[src/rtl/adpcm_packer.sv]
`default_nettype none
// ----------------------------------------------------------------------------
// adpcm_packer : packs 4-bit ADPCM codes four per 16-bit word, with a
//                step-index header word per block, into a valid/ready FIFO.
// Revision     : 1.0
// ----------------------------------------------------------------------------
module adpcm_packer #(
   parameter int BLOCK_NIB  = 8,
   parameter int FIFO_DEPTH = 4
) (
   input  logic                        clk,
   input  logic                        rst,
   input  logic                        enable,
   input  logic                        ack,
   input  logic [3:0]                  tx_adpcm,
   input  logic [7:0]                  tx_idx,
   input  logic                        flush,
   output logic [15:0]                 out_data,
   output logic                        out_valid,
   input  logic                        out_ready,
   output logic [$clog2(FIFO_DEPTH):0] level,
   output logic                        overflow
);
   localparam int AW = $clog2(FIFO_DEPTH);
   localparam int BW = $clog2(BLOCK_NIB + 1);

   typedef enum logic [0:0] {HDR = 1'b0, DATA = 1'b1} state_t;

   state_t        state_q, state_d;
   logic          ack_d_q, enable_d_q;
   logic [7:0]    last_idx_q;
   logic [1:0]    nib_q, nib_d;
   logic [BW-1:0] blk_q, blk_d;
   logic [15:0]   word_q, word_d;
   logic          hold_q, hold_d;
   logic [15:0]   hold_word_q, hold_word_d;
   logic          push_q, push_d;
   logic [15:0]   push_word_q, push_word_d;
   logic          new_push;
   logic [15:0]   new_word;
   logic          stb, en_rise;

   logic [15:0]   mem_q [FIFO_DEPTH];
   logic [AW-1:0] wr_q, rd_q;
   logic [AW:0]   cnt_q;
   logic          pop, full, wr;

   assign stb     = ack & ~ack_d_q & enable;
   assign en_rise = enable & ~enable_d_q;

   // Code is applied first, then flush, so a same-cycle flush sees the new code.
   always_comb begin
      state_d     = state_q;
      nib_d       = nib_q;
      blk_d       = blk_q;
      word_d      = word_q;
      new_push    = 1'b0;
      new_word    = 16'h0000;
      hold_d      = 1'b0;
      hold_word_d = 16'h0000;
      if (en_rise) begin
         state_d = HDR;
         nib_d   = 2'd0;
         blk_d   = '0;
         word_d  = 16'h0000;
      end
      if (stb) begin
         if (state_d == HDR) begin
            new_push = 1'b1;
            new_word = {8'hA5, last_idx_q};
            word_d   = {12'h000, tx_adpcm};
            nib_d    = 2'd1;
            blk_d    = BW'(1);
            state_d  = DATA;
         end else begin
            word_d[{nib_d, 2'b00} +: 4] = tx_adpcm;
            if (nib_d == 2'd3) begin
               new_push = 1'b1;
               new_word = word_d;
               word_d   = 16'h0000;
            end
            nib_d = nib_d + 2'd1;
            blk_d = blk_d + BW'(1);
            if (blk_d == BW'(BLOCK_NIB)) begin
               blk_d   = '0;
               state_d = HDR;
            end
         end
      end
      if (flush) begin
         // A header pushed by the same stb defers the padded word by one cycle.
         if (nib_d != 2'd0) begin
            if (new_push) begin
               hold_d      = 1'b1;
               hold_word_d = word_d;
            end else begin
               new_push = 1'b1;
               new_word = word_d;
            end
         end
         word_d  = 16'h0000;
         nib_d   = 2'd0;
         blk_d   = '0;
         state_d = HDR;
      end
      push_d      = new_push | hold_q;
      push_word_d = new_push ? new_word : hold_word_q;
   end

   always_ff @(posedge clk) begin
      if (rst) begin
         state_q     <= HDR;
         ack_d_q     <= 1'b0;
         enable_d_q  <= 1'b0;
         last_idx_q  <= 8'h00;
         nib_q       <= 2'd0;
         blk_q       <= '0;
         word_q      <= 16'h0000;
         hold_q      <= 1'b0;
         hold_word_q <= 16'h0000;
         push_q      <= 1'b0;
         push_word_q <= 16'h0000;
      end else begin
         state_q     <= state_d;
         ack_d_q     <= ack;
         enable_d_q  <= enable;
         if (stb || en_rise)
            last_idx_q <= tx_idx;
         nib_q       <= nib_d;
         blk_q       <= blk_d;
         word_q      <= word_d;
         hold_q      <= hold_d;
         hold_word_q <= hold_word_d;
         push_q      <= push_d;
         push_word_q <= push_word_d;
      end
   end

   assign pop  = (cnt_q != '0) & out_ready;
   assign full = (cnt_q == (AW+1)'(FIFO_DEPTH));
   assign wr   = push_q & (~full | pop);

   always_ff @(posedge clk) begin
      if (wr)
         mem_q[wr_q] <= push_word_q;
   end

   always_ff @(posedge clk) begin
      if (rst) begin
         wr_q     <= '0;
         rd_q     <= '0;
         cnt_q    <= '0;
         overflow <= 1'b0;
      end else begin
         if (wr)
            wr_q <= wr_q + AW'(1);
         if (pop)
            rd_q <= rd_q + AW'(1);
         case ({wr, pop})
            2'b10:   cnt_q <= cnt_q + (AW+1)'(1);
            2'b01:   cnt_q <= cnt_q - (AW+1)'(1);
            default: cnt_q <= cnt_q;
         endcase
         if (push_q && full && !pop)
            overflow <= 1'b1;
         else if (en_rise)
            overflow <= 1'b0;
      end
   end

   assign out_valid = (cnt_q != '0);
   assign out_data  = out_valid ? mem_q[rd_q] : 16'h0000;
   assign level     = cnt_q;

endmodule
`default_nettype wire

[config.mk]
export PLATFORM = sky130hd
export DESIGN_NAME = adpcm_packer
export DESIGN_NICKNAME = d
export VERILOG_FILES = /design/src/rtl/adpcm_packer.sv
export SDC_FILE = /design/constraint.sdc
export NUM_CORES = 1
export LEC_CHECK = 0
export BUFFER_PORTS_ARGS = -buffer_cell sky130_fd_sc_hd__buf_4
export CAP_MARGIN = 5
export CORE_ASPECT_RATIO = 0.9
export CORE_MARGIN = 2
export CORE_UTILIZATION = 35
export CTS_CLUSTER_DIAMETER = 80
export DETAILED_ROUTE_END_ITERATION = 16
export GPL_ROUTABILITY_DRIVEN = 0
export GPL_TIMING_DRIVEN = 0
export PLACE_DENSITY_LB_ADDON = 0.3
export SLEW_MARGIN = 20
export SYNTH_ARGS = -nofsm -noshare
export SYNTH_HDL_FRONTEND = slang
export SYNTH_SLANG_ARGS = --single-unit
[constraint.sdc]
create_clock -name clk -period 2.72 [get_ports clk]
set_input_delay 0.136 -clock clk [delete_from_list [all_inputs] [get_ports clk]]
set_output_delay 0.136 -clock clk [all_outputs]
set_load 0.02 [all_outputs]
### Yosys cells after proc, flatten, opt, wreduce, memory -nomap -nowiden

Memories as Yosys holds them, arrays and structs flattened. A register that Yosys moved wholly into a read port is not among the register bits.
Index checks and enable logic that the tools add are counted.

* output and inout bits: 21
* input bits: 18
* memories: 1
* register bits: 75
* logic and storage cells: 91
* RAM bits: 64

* muxes and demuxes: 37
* shift-type cells: 2
* bitwise gates (word level): 13
* reductions and logical operators: 11
* add/subtract/negate cells: 7
* eq/ne operators: 5

Memories
* mem_q: depth 4, bits a word 16, read ports 1, clocked after memory_dff 1, wr ports 1, RTL line 43 `logic [15:0] mem_q [FIFO_DEPTH];`

Operator list (number)
* 16-bit 2-to-1 mux: 12
* 16-bit bitwise mux: 1
* 4-bit 2-to-1 mux: 4
* 4-bit by 6-bit variable shift with 16-bit output (first input constant): 1
* 4-bit by 6-bit indexed part select with 16-bit output: 1
* 1-bit 2-to-1 mux: 14
* 2-bit 2-to-1 mux: 5
* 2-bit by 1-bit adder with 2-bit output (second input constant): 3
* 4-bit negation with 6-bit output: 1
* 1-bit NOT: 6
* 3-bit case mux with 2 select lines: 1
* 2-bit nonzero test: 3
* 1-bit bitwise AND: 5
* 4-bit by 1-bit adder with 4-bit output (second input constant): 1
* 2-bit equality test (second input constant): 2
* 4-bit equality test (second input constant): 1
* 4-bit OR reduction: 1
* 3-bit by 1-bit adder with 3-bit output (second input constant): 1
* 3-bit equality test (second input constant): 1
* 3-bit nonzero test: 1
* 3-bit OR reduction: 1
* 3-bit by 1-bit subtractor with 3-bit output (second input constant): 1
* 2-bit by 1-bit equality test with 1-bit output (second input constant): 1
* 1-bit logical AND: 2
* 4 further kinds: 5

### Logic depth before layout (Yosys ltp)

Gate-level depths: netlist of the first run.

* depth in word-level cells: 13
* depth in mapped cells: 13
* gate-level depth less buffers: 9

### Worst setup path after synthesis of the first run

No wires, ideal clock.

* kind: flip-flop to flip-flop
* start point: reg enable_d_q
* end point: reg push_word_q[3]
* required time: 2640 ps
* period minus slack after synthesis: 2609 ps
* path slack: 111 ps
* data arrival time: 2529 ps
* cell stages (with the launch flop): 12
* setup time: 80 ps
* path buffers: 2
* path through: dfxtp_1 -> nand2b_4 -> buf_6 -> clkbuf_1 -> nand2_1 -> ha_1 -> nand2b_1 -> a211o_1 -> a211o_1 -> a21oi_2 -> o21ai_2 -> a211oi_2

* word-level cells in the longest chain between the ends: 13
* elaborated cells on any way between the ends: 29
* classes of those cells: 2 x add/sub; 1 x eq/ne; 2 x shift; 21 x mux; 2 x bitwise; 1 x reduce/logical

Ends and longest elaborated chain
* start: declaration: RTL line 30 `logic ack_d_q, enable_d_q;`
* start signal: assignment: RTL line 126 `enable_d_q <= enable;`
* 1-bit NOT (*): RTL line 49 `assign en_rise = enable & ~enable_d_q;`
* 1-bit bitwise AND (*): RTL line 49
* 2-bit 2-to-1 mux: RTL line 61 `if (en_rise) begin`
* 4-bit negation with 6-bit output: RTL line 76 `word_d[{nib_d, 2'b00} +: 4] = tx_adpcm;`
* 4-bit by 6-bit indexed part select with 16-bit output / 4-bit by 6-bit variable shift with 16-bit output (equally long branches): RTL line 76
* 16-bit bitwise mux: RTL line 76
* 16-bit 2-to-1 mux: RTL line 77 `if (nib_d == 2'd3) begin`
* 16-bit 2-to-1 mux: RTL line 68 `if (state_d == HDR) begin`
* 16-bit 2-to-1 mux: RTL line 67 `if (stb) begin`
* 16-bit 2-to-1 mux: RTL line 93 `if (new_push) begin`
* 16-bit 2-to-1 mux: RTL line 92 `if (nib_d != 2'd0) begin`
* 16-bit 2-to-1 mux: RTL line 90 `if (flush) begin`
* 16-bit 2-to-1 mux (*): RTL line 107 `push_word_d = new_push ? new_word : hold_word_q;`
* end signal: assignment: RTL line 135 `push_word_q <= push_word_d;`
* end: declaration: RTL line 38 `logic [15:0] push_word_q, push_word_d;`

Every way passes the cells marked *; elsewhere a longest branch is shown, timed or not.
A chain may end at the register's enable or synchronous reset.

### Final worst setup path of the first run

* start point: reg enable_d_q
* end point: reg push_word_q[6]

Same word-level chain as after synthesis.

==> impl_results.md, run 1 <==
- Outcome: finished, final reports clean
- Routed Antenna Nets: 0
- Number of synthesized register bits: 141
- Reg clk slew, reported paths: 60 ps
- Vias in the first global route: 4005
- TritonCTS clock tree: built
- Crit path launch type: flop
- Number of I/O port buffers: 33
- Worst-margin pin slew: 875 ps
- Min cycle time layout: 2640 ps
- Post-Synth Simple-Gate Area: 0.135
- Crit share post-route: 0.969
- Global Route Usage Sum: 0.153
- Die Y: 126 um
- Xor/xnor cell area share of the yosys netlist: 0.0105
- Sequential share of power: 0.407
- Initial antenna violation count: 0
- Ys flop type: dfxtp_1
- # rows: 44
- Slew headroom: 0.416
- Synthesis Warnings: 0
- Nets@finish: 587
- Antenna diode count: 0
- Fill count: 1503
- Core Util, Final: 0.447
- Unrepaired setup endpoints after global routing: yes
- WL final: 13100 um
- Clock skew: 10.8 ps
- Post-DP Area: 0.00637 mm2
- Initial DRC Count: 314
- Net Sw Frac: 0.264
- Worst hold stages: 2
- Fin worst setup slack: 83.9 ps
- Synth Area in Compound Gates: 0.127
- Largest net degree at the start of global routing: 17
- Syn avg cell area: 12.1 um2
- Yosys cell types: 60
- Fmax: 0.379 GHz
- Reg2reg path depth: 11
- CTS max path bufs: 2
- # setup viols final: 0
- Post-synthesis cell area: 0.00582 mm2
- Total power: 5.79 mW
- Max Slew Vio Count: 0
- Reg area: 0.00347 mm2
- Internal power: 4.26 mW
- HPWL after DPL: 9040 um
- Multiplexer share of the synthesized area: 0.0671
- Leakage power: 2.66 nW
- H-Tree Depth: 4
- WHS: 55.0 ps
- Full die area: 0.0177 mm2
- Initial core utilization: 0.359
- Adder-cell area share of the yosys netlist: 0.0314
- Layout cells sized above 1: 0.220
- Maximum vdd drop: 0.555 mV
- Critical path fanouts, max: 10
- Number of synthesized flops with an enable pin: 64
- IO Count: 39
- Ys async rst share: 0
- First-pass GRT wire length: 21200 um
- Die width: 140 um
- Comb power frac: 0.173
- Arrival @ worst endpoint: 2920 ps
- Hold WC Path Type: input pin to flop
- Clock power share: 0.420
- DRC errors left: 0
- CP required: 3000 ps
- Sequential area share after synthesis: 0.595
- Clock sinks: 141
- Area growth, synth to finish: 24.2%
- Area occupied by multi-input gates: 0.00232 mm2
- Num CTS Buffers: 17
- Syn Inst Count: 482
- Pre-antenna DRT Iters: 4
- DR WL/cell: 17.0 um
- Final Hold Fails: 0
- Pre-CTS setup slack: -540 ps
- CP Capture Type: flop
- Psw: 1.53 mW
- Largest family of logic cells by synthesized area: simple AND/OR/NAND/NOR gates
- Congestion Overflow GR: 0
- Finished Cell Area: 0.00723 mm2
- Core ar.: 0.0162 mm2
- Maxcap violations: 0
- Crit path kind: flop to flop
- Clock latency on the worst-skew pair: 420 ps
- Clock root buffer master: clkbuf_16
- Power density over the cells: 801 mW/mm2
- Routed vias/inst: 5.14
- Vias: 3980
## cells in the final DEF (no fill, tap or decap), types with 4 or more instances in the layout
cell type	n
nor2_1	45
xor2_1	5
dfxtp_1	76
o32ai_2	4
a221oi_1	6
nor3_1	9
or3_1	4
nand2_1	33
dlygate4sd3_1	9
a31oi_1	6
buf_2	5
clkbuf_1	15
clkbuf_16	17
inv_6	4
a22oi_1	16
buf_4	37
inv_1	14
a21o_1	4
edfxtp_1	64
nand3_1	11
mux4_2	16
ha_1	12
a211o_1	6
nor2b_1	4
a21oi_1	22
and3_1	4
o21ai_0	4
conb_1	12
and2_1	27
## logic make-up (layout without fill, tap and decap cells)
| logic type | count (synthesis) | in the layout |
|---|---|---|
| muxes | 19 | 19 |
| other | 1 | 12 |
| buffers and inverters | 42 | 117 |
| AOI/OAI and AO/OA | 101 | 101 |
| adders and majority gates | 14 | 14 |
| and+or+nand+nor | 157 | 157 |
| xor gates and xnor gates | 7 | 7 |
| DFF | 141 | 141 |
## power by group through the flow
stage / Combinational, mW / Clock [mW] / Sequential, mW
global placement: 0.982 / 0 / 2.40
floorplan: 0.633 / 0 / 2.40
global route: 1.09 / 2.58 / 2.37
CTS: 1.02 / 2.46 / 2.36
finish: 1.00 / 2.43 / 2.36
detailed placement: 0.998 / 0 / 2.40
## what timing repair did
action,4_1_cts,5_1_grt
hold endpoints to repair,9,0
resized for setup,14,16
pin swaps,0,4
setup endpoints to repair,38,20
hold buffers,9,0
setup buffers,0,2
## worst max-delay path: stages (launching register included)
cell and delay, ps:
dfxtp_4 380, nand2b_4 140, buf_6 140, clkbuf_8 190
nand2_2 90, ha_1 330, nor2b_1 160, and4_1 260
nor2b_4 170, a22oi_1 220, nor3_1 70, a211o_1 350
## cell usage after synthesis (4+ instances only)
library cell | n | area share
or3_1 | 4 | 0.0043
xor2_1 | 5 | 0.0075
mux4_2 | 16 | 0.062
and3_1 | 4 | 0.0043
a21oi_1 | 23 | 0.020
and2_1 | 27 | 0.029
ha_1 | 13 | 0.028
a31oi_1 | 6 | 0.0065
nor2b_1 | 5 | 0.0054
dfxtp_1 | 77 | 0.26
clkbuf_1 | 17 | 0.011
edfxtp_1 | 64 | 0.33
nor2_1 | 46 | 0.030
o32ai_1 | 4 | 0.0060
nand3_1 | 11 | 0.0095
a211o_1 | 6 | 0.0090
a22oi_1 | 19 | 0.025
nand2_1 | 34 | 0.022
nor3_1 | 9 | 0.0077
a21o_1 | 4 | 0.0052
a221oi_1 | 6 | 0.0090
buf_2 | 6 | 0.0052
o21ai_0 | 4 | 0.0034
inv_1 | 14 | 0.0090
## final timing paths
path | startpoint | end | slack, ps
max | enable_d_q$_SDFF_PP0_ | push_word_q[6]$_SDFF_PP0_ | 80
min reg2reg | hold_word_q[12]$_SDFF_PP0_ | push_word_q[12]$_SDFF_PP0_ | 420
min | enable | enable_d_q$_SDFF_PP0_ | 50
max reg2reg | enable_d_q$_SDFF_PP0_ | push_word_q[6]$_SDFF_PP0_ | 80
## stage by stage
| stage | cells | TNS, ps |
|---|---|---|
| after floorplan | 493 | 0 |
| after global placement | 733 | -9160 |
| after detailed placement | 733 | -11260 |
| after CTS | 774 | 0 |
| after global routing | 775 | -63.7 |
| final | 775 | 0 |
## layout make-up
| class | instances | area share |
|---|---|---|
| timing repair buffer | 44 | 0.0488 |
| sequential | 141 | 0.480 |
| tap | 207 | 0.0358 |
| clock inverter | 13 | 0.0241 |
| clock buffer | 19 | 0.0627 |
| inverter | 14 | 0.00727 |
| multi-input combinational | 310 | 0.321 |
| buffer | 27 | 0.0204 |
## registers in the layout, summed over array words and instances (netlist names), named ones only
| register | cells |
|---|---|
| ack_d_q | 1 |
| blk_q | 4 |
| enable_d_q | 1 |
| hold_q | 1 |
| hold_word_q | 16 |
| last_idx_q | 8 |
| level | 3 |
| mem_q | 64 |
| nib_q | 2 |
| overflow | 1 |
| push_q | 1 |
| push_word_q | 16 |
| rd_q | 2 |
| state_q | 1 |
| word_q | 16 |
| wr_q | 2 |
## routing by layer
metal / up-vias / wire (um) / GRT usage
met5: - / 0 / 0
li1: 1917 / - / -
met2: 97 / 6180 / 0.243
met1: 1956 / 6360 / 0.208
met4: 0 / 99 / 0.0476
met3: 10 / 504 / 0.0393
Note: power is estimated with default switching activity, not from simulation.
==> inputs of run 2 (changes only) <==
- MAX_ROUTING_LAYER: not set -> met4
- clock period: 2.72 -> 3 ns (I/O delays scaled with it)
==> impl_results.md, run 2 (synthesis results as in run 1) <==
- Slowest cell on the critical path: or3_1
- Most common cell after layout, fill and taps aside: dfxtp_1
- Initial antenna violation count: 0 (unchanged)
- CP Cell Sequence: nand2b_4 > buf_6 > clkbuf_4 > nand2_1 > inv_1 > ha_2 > or3_1 > buf_2 > o21ai_1 > a22oi_1 > nor3_1 > a211o_1
- Final Hold Fails: 0 (unchanged)
- Reg2Reg Setup Slack: 160 ps (+80 ps)
- Initial core utilization: 0.359 (unchanged)
- Outcome: finished, final reports clean
- H-Tree Depth: 4 (unchanged)
- Fmax: 0.352 GHz (-7.1%)
- Max Slew Vio Count: 0 (unchanged)
- Clock root buffer master: clkbuf_16
- Total power: 5.24 mW (-9.4%)
- Area growth, synth to finish: 22.4%
- Placed cell count: 733 (unchanged)
- Leakage power: 2.64 nW (-0.87%)
- Routed vias/inst: 5.14 (+0.15%)
- Clock latency on the worst-skew pair: 420 ps (about the same)
- Most flop-heavy register: mem_q
- Hold Crit Start: enable
- Crit path kind: flop to flop
- Worst-margin pin slew: 857 ps (-18.7 ps)
- # setup viols final: 0 (unchanged)
- Initial DRC Count: 305 (-2.9%)
- Vias: 3981 (+0.025%)
- IO Count: 39 (unchanged)
- Setup TNS: 0 ps (unchanged)
- Unrepaired setup endpoints after global routing: no
- Reg2Reg Launch Point: enable_d_q$_SDFF_PP0_
- Number of I/O port buffers: 33 (unchanged)
- Reg clk slew, reported paths: 60 ps (about the same)
- Vias in the first global route: 3985 (-0.50%)
- DR WL/cell: 16.9 um (-0.32%)
- Layout cells sized above 1: 0.198 (-0.0225)
- Die Y: 126 um (unchanged)
- Critical path fanouts, max: 10 (unchanged)
- # rows: 44 (unchanged)
- Fill count: 1514 (+0.73%)
- Num CTS Buffers: 17 (unchanged)
- Core ar.: 0.0162 mm2 (unchanged)
- Power density over the cells: 737 mW/mm2 (-8.1%)
- Antenna diode count: 0 (unchanged)
- Pre-antenna DRT Iters: 4 (unchanged)
- Crit share post-route: 0.946 (-0.0233)
- Core Util, Final: 0.440 (-0.00657)
- Reg2reg path depth: 12 (+1)
- CP required: 3340 ps (+340 ps)
- R2R Path End: push_word_q[6]$_SDFF_PP0_
- Post-Layout Cell Count: 774 (-0.13%)
- Largest net degree at the start of global routing: 17 (unchanged)
- Commonest non-fill, non-tap cells in the layout: 76 x dfxtp_1, 64 x edfxtp_1, 45 x nor2_1
- CP Capture Type: flop
- DRC errors left: 0 (unchanged)
- Full die area: 0.0177 mm2 (unchanged)
- Critical Path Max Stage Delay: 380 ps (about the same)
- Arrival @ worst endpoint: 3180 ps (+260 ps)
- Nets@finish: 586 (-0.17%)
- Min cycle time layout: 2840 ps (+201 ps)
- Die width: 140 um (unchanged)
- Slew headroom: 0.429 (+0.0124)
- Worst Hold End: enable_d_q$_SDFF_PP0_
- Largest register FFs: 64 (unchanged)
- Clock sinks: 141 (unchanged)
- HPWL after DPL: 9040 um (unchanged)
- Worst hold stages: 2 (unchanged)
- Global Route Usage Sum: 0.158 (+0.00498)
- Crit path launch type: flop
- CTS max path bufs: 2 (unchanged)
- First-pass GRT wire length: 21200 um (+0.19%)
- Congestion Overflow GR: 0 (unchanged)
- Routed Antenna Nets: 0 (unchanged)
- Maxcap violations: 0 (unchanged)
- WL final: 13100 um (-0.45%)
- TritonCTS clock tree: built
- Clock skew: 7.91 ps (-2.90 ps)
- Maximum vdd drop: 0.501 mV (-9.7%)
- Hold WC Path Type: input pin to flop
## run 2: worst max-delay path by stage
stage	slack, ps	cells past startpoint	to	start
2_1_floorplan	390	11	push_word_q[3]$_SDFF_PP0_	enable_d_q$_SDFF_PP0_
4_1_cts	30	12	push_word_q[6]$_SDFF_PP0_	enable_d_q$_SDFF_PP0_
6_report	160	12	push_word_q[6]$_SDFF_PP0_	enable_d_q$_SDFF_PP0_
3_3_place_gp	-230	9	push_word_q[6]$_SDFF_PP0_	enable_d_q$_SDFF_PP0_
5_1_grt	10	12	push_word_q[15]$_SDFF_PP0_	enable_d_q$_SDFF_PP0_
3_5_place_dp	-260	9	push_word_q[6]$_SDFF_PP0_	enable_d_q$_SDFF_PP0_
## run 2: repair_timing
action                                  4_1_cts  5_1_grt
hold endpoints to repair                      9        0
hold buffers                                  9        0
endpoints found under the setup margin       23       24
resized for setup                             4        7
pin swaps                                     0        0
setup buffers                                 0        0
## run 2: area by class of cell
| cell class | instances | area (um2) | area share |
|---|---|---|---|
| clock inverters | 13 | 174 | 0.0244 |
| multi-input cells | 310 | 2240 | 0.315 |
| repair buffers | 42 | 338 | 0.0474 |
| clock buffers | 19 | 453 | 0.0636 |
| well taps | 207 | 259 | 0.0364 |
| flip-flops and latches | 141 | 3460 | 0.487 |
| plain buffers | 28 | 139 | 0.0195 |
| inverters | 14 | 52.6 | 0.00738 |
## run 2: stage by stage
step / instance area (um2) / hold WS [ps] / setup slack, ps
after floorplan: 5860 / 278 / 391
after global placement: 6370 / 397 / -230
after detailed placement: 6370 / 405 / -260
after CTS: 7100 / 72.7 / 28.7
after global routing: 7120 / 64.2 / 10.4
final: 7120 / 69.3 / 163
## run 2: power by group
group / internal, mW / switching, mW / total [mW]
Combinational: 0.402 / 0.497 / 0.899
Clock: 1.37 / 0.838 / 2.21
Sequential: 2.09 / 0.0497 / 2.14
## run 2: critical path, delay by kind of cell (launching register included)
| kind | cells | cell delay, ps |
|---|---|---|
| flops | 1 | 350 |
| simple gates | 4 | 870 |
| buf+inv | 4 | 640 |
| compound gates | 3 | 650 |
| fa+ha+maj | 1 | 240 |
## run 2: layer usage
metal / share of wire / vias up / wire length (um) / global-route usage
li1: - / 1910 / - / -
met1: 0.47 / 1924 / 6210 / 0.208
met2: 0.47 / 126 / 6090 / 0.244
met3: 0.046 / 21 / 604 / 0.0378
met4: 0.014 / 0 / 178 / 0.0512
met5: 0 / - / 0 / -
